$ cat src/rtl/router_pkg.sv
// Shared router types: arbitration FSM states used by output-port allocators
// and VC-plane schedulers.
package router_pkg;

  typedef enum logic {
    IDLE  = 1'b0,
    GRANT = 1'b1
  } arb_state_t;

endpackage

$ cat src/rtl/rr_priority_picker.sv
// Combinational round-robin picker: returns the first set match bit found when
// searching from i_ptr upward, wrapping modulo N.
module rr_priority_picker #(
  parameter int N  = 4,
  parameter int SW = (N > 1) ? $clog2(N) : 1
) (
  input  logic [N-1:0]  i_match,
  input  logic [SW-1:0] i_ptr,
  output logic [SW-1:0] o_winner,
  output logic          o_any
);

  logic [SW-1:0] w_idx;

  // Scan from the farthest offset down so the closest hit to i_ptr is kept last.
  always_comb begin
    o_winner = '0;
    o_any    = 1'b0;
    w_idx    = '0;
    for (int k = N - 1; k >= 0; k--) begin
      w_idx = SW'((int'(i_ptr) + k) % N);
      if (i_match[w_idx]) begin
        o_winner = w_idx;
        o_any    = 1'b1;
      end
    end
  end

endmodule

$ cat src/rtl/route_reservation_arbiter.sv
// Per-output-port allocator: round-robin grant of one output to one input port,
// held for a whole packet until the owner's relieve pulse.
module route_reservation_arbiter
  import router_pkg::*;
#(
  parameter  int N             = 4,
  parameter  int INDEX         = 0,
  parameter  int REQUEST_WIDTH = 2,
  parameter  int HOLD_WIDTH    = 8,
  localparam int SW            = (N > 1) ? $clog2(N) : 1
) (
  input  logic                       clk,
  input  logic                       rst,
  input  logic [N-1:0]               routeReserveRequestValid,
  input  logic [N*REQUEST_WIDTH-1:0] routeReserveRequest,
  input  logic [N-1:0]               routeRelieve,
  output logic [N-1:0]               routeReserveStatus,
  output logic [SW-1:0]              sel,
  output logic                       sel_valid,
  output logic [HOLD_WIDTH-1:0]      hold_cycles
);

  arb_state_t            r_state;
  logic [SW-1:0]         r_owner;
  logic [SW-1:0]         r_ptr;
  logic [N-1:0]          r_status;
  logic [SW-1:0]         r_sel;
  logic                  r_selValid;
  logic [HOLD_WIDTH-1:0] r_hold;

  logic [N-1:0]          w_match;
  logic [SW-1:0]         w_winner;
  logic                  w_any;

  always_comb begin
    w_match = '0;
    for (int i = 0; i < N; i++) begin
      w_match[i] = routeReserveRequestValid[i] &&
                   (routeReserveRequest[i*REQUEST_WIDTH +: REQUEST_WIDTH] == REQUEST_WIDTH'(INDEX));
    end
  end

  rr_priority_picker #(
    .N  (N),
    .SW (SW)
  ) u_picker (
    .i_match  (w_match),
    .i_ptr    (r_ptr),
    .o_winner (w_winner),
    .o_any    (w_any)
  );

  // Requests are only sampled in IDLE; during GRANT the owner keeps the output
  // regardless of its valid/request field until its own relieve arrives.
  always_ff @(posedge clk or negedge rst) begin
    if (!rst) begin
      r_state    <= IDLE;
      r_owner    <= '0;
      r_ptr      <= '0;
      r_status   <= '0;
      r_sel      <= '0;
      r_selValid <= 1'b0;
      r_hold     <= '0;
    end else begin
      case (r_state)
        IDLE: begin
          if (w_any) begin
            r_state    <= GRANT;
            r_owner    <= w_winner;
            r_sel      <= w_winner;
            r_status   <= {{(N-1){1'b0}}, 1'b1} << w_winner;
            r_selValid <= 1'b1;
            r_hold     <= '0;
          end
        end
        GRANT: begin
          if (routeRelieve[r_owner]) begin
            r_state    <= IDLE;
            r_status   <= '0;
            r_selValid <= 1'b0;
            r_hold     <= '0;
            r_ptr      <= (r_owner == SW'(N - 1)) ? '0 : r_owner + SW'(1);
          end else if (r_hold != '1) begin
            r_hold <= r_hold + HOLD_WIDTH'(1);
          end
        end
        default: r_state <= IDLE;
      endcase
    end
  end

  assign routeReserveStatus = r_status;
  assign sel                = r_sel;
  assign sel_valid          = r_selValid;
  assign hold_cycles        = r_hold;

endmodule

$ cat config.mk
export PLATFORM = sky130hd
export DESIGN_NAME = route_reservation_arbiter
export DESIGN_NICKNAME = d
export VERILOG_FILES = /design/src/rtl/router_pkg.sv /design/src/rtl/rr_priority_picker.sv /design/src/rtl/route_reservation_arbiter.sv
export SDC_FILE = /design/constraint.sdc
export NUM_CORES = 1
export LEC_CHECK = 0
export ABC_AREA = 1
export BUFFER_PORTS_ARGS = -buffer_cell sky130_fd_sc_hd__buf_2
export CORE_MARGIN = 2
export CORE_UTILIZATION = 58
export CTS_BUF_LIST = sky130_fd_sc_hd__clkbuf_8
export DETAILED_ROUTE_END_ITERATION = 8
export PLACE_DENSITY = 0.87
export SYNTH_ARGS = -nofsm -noshare
export SYNTH_HDL_FRONTEND = slang
export SYNTH_SLANG_ARGS = --single-unit
$ cat constraint.sdc
create_clock -name clk -period 2.34 [get_ports clk]
set_input_delay 0.234 -clock clk [delete_from_list [all_inputs] [get_ports clk]]
set_output_delay 0.234 -clock clk [all_outputs]
set_load 0.05 [all_outputs]
==> parameters.txt, run 1 <==
Parameter                              Value

Yosys
  Sequential-to-total area share from yosys stat ... 36.3%
  Average instance area after synthesis ... 7.58 um^2
  Post-synthesis instance area ... 0.00124 mm^2
  Total number of yosys warnings ... 0
  Flops & latches, synth ... 18
  Number of distinct library cells after synthesis ... 28
  Synthesized net count ... 184
  Post-Synthesis Cells ... 164

Floorplanning
  Placeable Area ... 0.00198 mm^2
  Total die area ... 0.00253 mm^2
  I/O pins ... 33
  Height of the die ... 50.3 um
  Die X-Extent ... 50.3 um
  Effective utilization at floorplan ... 62.7%
  Row Count ... 16

Finish
  Post-Layout Cell Count ... 226
  Area Overhead vs Synth ... 18.3%
  N_diodes ... 0
  Final instance area ... 0.00147 mm^2
  Leading cell type in the layout, fill and taps excluded ... sky130_fd_sc_hd__nand2_1
  Net count, final ... 220
  Top library cells by usage in the layout, fill and taps aside ... sky130_fd_sc_hd__nand2_1, sky130_fd_sc_hd__buf_2, sky130_fd_sc_hd__nand3_1
  Share of post-route cells with drive strength above 1 ... 32.2%

Setup path
  Most used cell along the critical path ... sky130_fd_sc_hd__nand2_1
  Worst path slowest cell ... sky130_fd_sc_hd__dfrtp_1
  Data arrival time of the critical path ... 1.92 ns
  Cells along the critical path ... inv_4 > nand3_1 > nand2_1 > nand2_1 > nand2_2 > nor2_4 > nand3_2 > nand2_2 > nand2_1 > o21ai_1
  Worst Reg2Reg Path Length in Cells ... 10
  CP max FO ... 11
  Required @ worst endpoint ... 2.52 ns
  Kind of end point of the critical path ... flop
  Crit path launch type ... flop
  Register-to-register setup slack ... 0.60 ns
  R2r startpoint ... r_ptr[0]$_DFFE_PN0P_
  Critical setup path kind ... reg2reg
  CP peak stage delay ... 0.56 ns
  Endpoint of the worst register-to-register path ... hold_cycles[7]$_DFFE_PN0P_

CTS
  Root buffer selected by CTS ... sky130_fd_sc_hd__clkbuf_8
  PostCTS Resize Cnt ... 0
  Clock transition time at the flip-flop clock pins of the worst setup and hold paths ... 0.07 ns
  CTS tree ... built
  Number of buffers on the longest clock path ... 2
  # H-tree levels ... 1
  Hold buffers post-CTS ... 1
  Number of clock sinks seen by CTS ... 18
  Setup repair bufs after CTS ... 0
  Clk_lat worst skew ... 0.26 ns
  Clock buffers created by TritonCTS ... 3

Place
  Placed Instance Area ... 0.00141 mm^2
  HPWL after detailed placement ... 2180 um
  Placed insts ... 221
  Number of buffer cells added on primary ports ... 32
  Final estimated routing congestion in global placement ... 0.924
  Setup slack at placement ... 0.631 ns

GRT
  GR Util All Layers ... 24.6%
  Number of antenna violations at the first check in global routing ... 0
  Global-route wire length before repair ... 4820 um
  Pin count of the biggest net entering global routing ... 19
  Vias in the first global route ... 1144
  Remaining global-route overflow ... 0

Timing
  Number of hold-slack violations in the final timing report ... 0
  Setup violators final ... 0
  Period utilization ... 74.4%
  Headroom to the max-slew limit ... 71.6%
  Final worst slack ... 0.600 ns
  Max-slew violations ... 0
  Maximum clock skew at final layout ... 0.00313 ns
  Time the worst path needs with I/O delays and setup ... 1.74 ns
  Setup repair after global routing missed its margin ... false
  Slew at the pin closest to its max-slew limit ... 0.425 ns
  Highest clock rate ... 575 MHz
  Sum Neg Setup Slack ... 0 ns

Power and ir drop
  Total Power Consumption ... 1.74 mW
  Share of power burned in the clock network ... 14.7%
  Power density normalized to cell area ... 1180 mW/mm^2
  Proportion of power drawn by combinational gates ... 55.5%
  Power Internal ... 822 uW
  IR Drop Worst-Case VDD ... 0.000828 V
  Switching power total ... 918 uW
  Leakage ... 0.810 nW
  Fraction of power consumed by sequential logic ... 29.8%
  Net switching share of the total power ... 52.8%

Hold path
  Kind of path behind the tightest hold check ... in2async

Status
  Run status ... finished, final reports clean

Detailed routing
  Drt total wl ... 2760 um
  Antenna-violating nets left ... 0
  First-pass iteration count of the detailed router ... 4
  Vias per cell ... 5.30
  Via count ... 1198
  Remaining DRCs ... 0
  Initial detailed-routing violation count ... 33
  Routed WL per cell ... 12.2 um

Job
  Max capacitance violation total ... 0
[cell usage after synthesis]
library cell | n | area (um^2)
sky130_fd_sc_hd__a21boi_0 | 1 | 7.51
sky130_fd_sc_hd__a21oi_1 | 3 | 15.0
sky130_fd_sc_hd__nand2_2 | 11 | 68.8
sky130_fd_sc_hd__a21oi_4 | 1 | 16.3
sky130_fd_sc_hd__dfrtp_1 | 18 | 450
sky130_fd_sc_hd__inv_2 | 2 | 7.51
sky130_fd_sc_hd__xnor2_2 | 1 | 16.3
sky130_fd_sc_hd__inv_1 | 15 | 56.3
sky130_fd_sc_hd__nor2_4 | 1 | 11.3
sky130_fd_sc_hd__xor2_1 | 1 | 8.76
sky130_fd_sc_hd__nand3_2 | 2 | 20.0
sky130_fd_sc_hd__nor2_8 | 1 | 20.0
sky130_fd_sc_hd__nand4_1 | 6 | 37.5
sky130_fd_sc_hd__nand2_4 | 2 | 22.5
sky130_fd_sc_hd__o311ai_0 | 1 | 8.76
sky130_fd_sc_hd__nor2_2 | 1 | 6.26
sky130_fd_sc_hd__o21ai_1 | 1 | 5.00
sky130_fd_sc_hd__buf_12 | 1 | 20.0
sky130_fd_sc_hd__inv_4 | 1 | 6.26
sky130_fd_sc_hd__nand3_1 | 19 | 95.1
sky130_fd_sc_hd__o21ai_0 | 5 | 25.0
sky130_fd_sc_hd__o21ai_2 | 5 | 43.8
sky130_fd_sc_hd__nor4_1 | 1 | 6.26
sky130_fd_sc_hd__buf_6 | 1 | 11.3
sky130_fd_sc_hd__a31oi_1 | 1 | 6.26
sky130_fd_sc_hd__nor2_1 | 14 | 52.6
sky130_fd_sc_hd__ha_1 | 2 | 25.0
sky130_fd_sc_hd__nand2_1 | 46 | 173
[power by group through the flow]
stage                     clock, mW  combinational, mW  sequential [mW]
final                         0.256              0.966            0.518
after global routing          0.271               1.06            0.534
after CTS                     0.258              0.973            0.518
after detailed placement          0              0.966            0.521
after global placement            0              0.941            0.514
after floorplan                   0              0.665            0.681
[sequential cells by signal (all words and copies together), names as in the netlist]
register,flops
sel_valid,1
r_state,1
routeReserveStatus,4
sel,2
r_ptr,2
hold_cycles,8
[final cells by class]
class / count / area (um^2)
Fill cell: 157 / 512
Timing Repair Buffer: 33 / 170
Clock buffer: 4 / 55.1
Inverter: 18 / 70.1
Multi-Input combinational cell: 126 / 691
Sequential cell: 18 / 450
Tap cell: 27 / 33.8
[worst max path at each step]
| stage | endpoint | startpoint |
|---|---|---|
| finish | hold_cycles[7]$_DFFE_PN0P_ | r_ptr[0]$_DFFE_PN0P_ |
| global route | sel[0]$_DFFE_PN0P_ | r_ptr[0]$_DFFE_PN0P_ |
| CTS | hold_cycles[7]$_DFFE_PN0P_ | r_ptr[0]$_DFFE_PN0P_ |
| detailed placement | hold_cycles[0]$_DFFE_PN0P_ | r_ptr[0]$_DFFE_PN0P_ |
| global placement | hold_cycles[7]$_DFFE_PN0P_ | r_ptr[0]$_DFFE_PN0P_ |
| floorplan | hold_cycles[0]$_DFFE_PN0P_ | hold_cycles[0]$_DFFE_PN0P_ |
[worst max-delay path: cells and delay by family, from the launching register on]
family                 cells  cell delay (ns)
flip-flops                 1             0.56
buffers and inverters      1             0.09
AND/OR/NAND/NOR            8             0.95
AO/OA/AOI/OAI              1             0.08
[logic make-up after synthesis]
logic type / Yosys count / share of synthesized area [%]
AO/OA/AOI/OAI: 18 / 10.3
XOR/XNOR: 2 / 2.01
adder cells (fa/ha/maj): 2 / 2.01
buffers and inverters: 20 / 8.16
flip-flops: 18 / 36.3
AND/OR/NAND/NOR: 104 / 41.3
[metrics by stage]
step | hold WS [ns] | util, %
final | 0.433 | 74.2
after global routing | 0.473 | 74.2
after CTS | 0.447 | 74.2
after detailed placement | 0.183 | 70.9
after global placement | 0.181 | 70.9
after floorplan | -0.0616 | -
[layer usage]
metal / share of wire, % / GRT usage, %
met5: 0 / 0
met4: 0.91 / 8.80
met3: 5.7 / 4.46
met2: 49 / 42.8
met1: 44 / 30.4
(Power assumes the default switching activity.)
==> run 2: changes to the inputs <==
--- a/config.mk
+++ b/config.mk
@@ -8,10 +8,10 @@
 export ABC_AREA = 1
 export BUFFER_PORTS_ARGS = -buffer_cell sky130_fd_sc_hd__buf_2
 export CORE_MARGIN = 2
-export CORE_UTILIZATION = 58
+export CORE_UTILIZATION = 49
 export CTS_BUF_LIST = sky130_fd_sc_hd__clkbuf_8
 export DETAILED_ROUTE_END_ITERATION = 8
-export PLACE_DENSITY = 0.87
+export PLACE_DENSITY = 0.78
 export SYNTH_ARGS = -nofsm -noshare
 export SYNTH_HDL_FRONTEND = slang
 export SYNTH_SLANG_ARGS = --single-unit
==> constraint.sdc (replaced) <==
create_clock -name clk -period 1.6 [get_ports clk]
set_input_delay 0.16 -clock clk [delete_from_list [all_inputs] [get_ports clk]]
set_output_delay 0.16 -clock clk [all_outputs]
set_load 0.05 [all_outputs]
==> parameters.txt, run 2 (synthesis results as in run 1) <==
Parameter                              Value

Status
  Run status ... finished, violations left
  Failing checks ... setup timing

Finish
  Number of flip-flops in the largest register ... 8 (unchanged)
  Leading cell type in the layout, fill and taps excluded ... sky130_fd_sc_hd__buf_2
  Number of fill cells in the layout ... 199 (+27%)
  Area Overhead vs Synth ... 39.0%
  Top library cells by usage in the layout, fill and taps aside ... sky130_fd_sc_hd__buf_2, sky130_fd_sc_hd__nand2_1, sky130_fd_sc_hd__nand2_2
  N_diodes ... 0 (unchanged)
  Share of post-route cells with drive strength above 1 ... 49.3% (+17 points)
  Net count, final ... 234 (+6.4%)

GRT
  Remaining global-route overflow ... 0 (unchanged)
  Global-route wire length before repair ... 4820 um (+0.15%)
  Pin count of the biggest net entering global routing ... 19 (unchanged)
  GR Util All Layers ... 22.3% (-2.3 points)
  Vias in the first global route ... 1193 (+4.3%)
  Number of antenna violations at the first check in global routing ... 0 (unchanged)

CTS
  CTS tree ... built
  Number of buffers on the longest clock path ... 2 (unchanged)
  Clock buffers created by TritonCTS ... 3 (unchanged)
  Root buffer selected by CTS ... sky130_fd_sc_hd__clkbuf_8
  # H-tree levels ... 1 (unchanged)
  Clock transition time at the flip-flop clock pins of the worst setup and hold paths ... 0.07 ns (about the same)
  Number of clock sinks seen by CTS ... 18 (unchanged)
  Clk_lat worst skew ... 0.25 ns (about the same)

Timing
  Time the worst path needs with I/O delays and setup ... 1.63 ns (-0.114 ns)
  Maximum clock skew at final layout ... 0.000651 ns (-0.00247 ns)
  Highest clock rate ... 615 MHz (+7.0%)
  Setup repair after global routing missed its margin ... true
  Max-slew violations ... 0 (unchanged)
  Period utilization ... 102% (+27 points)
  Setup violators final ... 3 (+3)
  Slew at the pin closest to its max-slew limit ... 0.456 ns (+0.0317 ns)
  Number of hold-slack violations in the final timing report ... 0 (unchanged)
  Headroom to the max-slew limit ... 69.2% (-2.4 points)
  Final worst slack ... -0.0268 ns (-0.626 ns)

Detailed routing
  Antenna-violating nets left ... 0 (unchanged)
  Vias per cell ... 5.30 (about the same)
  Initial detailed-routing violation count ... 26 (-21%)
  Drt total wl ... 3200 um (+16%)
  First-pass iteration count of the detailed router ... 4 (unchanged)
  Via count ... 1288 (+7.5%)
  Remaining DRCs ... 0 (unchanged)
  Routed WL per cell ... 13.2 um (+8.1%)

Setup path
  Critical setup path kind ... reg2reg
  Count of buffer and inverter cells on the critical path ... 2 (+1)
  Crit path launch type ... flop
  Worst path slowest cell ... sky130_fd_sc_hd__dfrtp_2
  Crit path max-delay family ... flip-flops
  Cells along the critical path ... inv_4 > nand3_1 > nand2_2 > nand2_2 > nand2_2 > nor2_4 > a21oi_4 > buf_12 > nor2_1 > a21oi_1
  CP max FO ... 7 (-4)
  Kind of end point of the critical path ... flop
  Required @ worst endpoint ... 1.78 ns (-0.74 ns)
  Data arrival time of the critical path ... 1.80 ns (-0.12 ns)
  CP peak stage delay ... 0.49 ns (-0.07 ns)
  Most used cell along the critical path ... sky130_fd_sc_hd__nand2_2

Power and ir drop
  Power density normalized to cell area ... 1810 mW/mm^2 (+53%)
  Total Power Consumption ... 3.13 mW (+80%)
  IR Drop Worst-Case VDD ... 0.00127 V (+53%)
  Leakage ... 0.930 nW (+15%)

Hold path
  Kind of path behind the tightest hold check ... in2async

Floorplanning
  Placeable Area ... 0.00243 mm^2 (+23%)
  Die X-Extent ... 54.4 um (+8.1%)
  Row Count ... 18 (+2)
  Total die area ... 0.00295 mm^2 (+17%)
  Height of the die ... 54.4 um (+8.1%)
  Effective utilization at floorplan ... 51.1% (-12 points)
  I/O pins ... 33 (unchanged)

Place
  Number of buffer cells added on primary ports ... 32 (unchanged)
  Final estimated routing congestion in global placement ... 0.790 (-15%)
  HPWL after detailed placement ... 2220 um (+2.0%)
  Setup slack at placement ... -0.120 ns (-0.751 ns)

Job
  Max capacitance violation total ... 0 (unchanged)
-- run 2: worst paths after layout --
kind                       cells past startpoint                               from                                 to  slack [ns]
max in group asynchronous                      2                                rst                 sel[0]$_DFFE_PN0P_        0.91
min in group clk                               2  routeReserveStatus[1]$_DFFE_PN0P_  routeReserveStatus[1]$_DFFE_PN0P_        0.48
max                                           10               r_ptr[0]$_DFFE_PN0P_                 sel[1]$_DFFE_PN0P_       -0.03
min reg2reg                                    2  routeReserveStatus[1]$_DFFE_PN0P_  routeReserveStatus[1]$_DFFE_PN0P_        0.48
min                                            2                                rst         hold_cycles[3]$_DFFE_PN0P_        0.37
max reg2reg                                   10               r_ptr[0]$_DFFE_PN0P_                 sel[1]$_DFFE_PN0P_       -0.03
-- run 2: final cells by class --
cell class              count  area, um^2  area share, %
flip-flops and latches     18         458           26.5
repair buffers             46         280           16.2
well taps                  30        37.5           2.17
clock buffers               4        55.1           3.19
inverters                  18        70.1           4.06
multi-input cells         127         826           47.8
-- run 2: where the power goes --
group          total, mW  internal (mW)  leakage [nW]  switching [mW]
logic               2.00          0.728         0.673            1.27
clock network      0.374          0.218        0.0288           0.156
registers          0.756          0.595         0.228           0.161
-- run 2: repair_timing --
action / CTS / global route
gates resized for setup: 3 / 30
endpoints found under the hold margin: 18 / 0
hold buffers: 1 / 0
setup endpoints to repair: 13 / 15
gates cloned: 0 / 1
buffers inserted: 0 / 4
pin swaps: 0 / 15
-- run 2: worst reg2reg max path: stages, from the launching register on --
cell and delay (ns):
sky130_fd_sc_hd__dfrtp_2 0.49, sky130_fd_sc_hd__inv_4 0.11, sky130_fd_sc_hd__nand3_1 0.10, sky130_fd_sc_hd__nand2_2 0.13, sky130_fd_sc_hd__nand2_2 0.07, sky130_fd_sc_hd__nand2_2 0.08
sky130_fd_sc_hd__nor2_4 0.06, sky130_fd_sc_hd__a21oi_4 0.21, sky130_fd_sc_hd__buf_12 0.14, sky130_fd_sc_hd__nor2_1 0.04, sky130_fd_sc_hd__a21oi_1 0.12
-- run 2: layer usage --
metal / wire, um / vias to the layer above / global-route usage [%]
met4: 59 / 0 / 7.50
met3: 130 / 8 / 3.55
li1: - / 638 / -
met2: 1740 / 43 / 40.6
met1: 1270 / 599 / 26.4
met5: 0 / - / 0
-- run 2: stage by stage --
stage | util, % | instance area, um^2 | hold slack (ns) | instances | setup TNS [ns]
after floorplan | - | 1260 | -0.136 | 164 | 0
after global placement | 61.4 | 1490 | 0.114 | 233 | -0.00198
after global routing | 71.0 | 1730 | 0.402 | 243 | -1.32
after detailed placement | 61.4 | 1490 | 0.120 | 233 | -0.697
final | 71.0 | 1730 | 0.370 | 243 | -0.0524
after CTS | 64.5 | 1570 | 0.387 | 238 | -0.00550
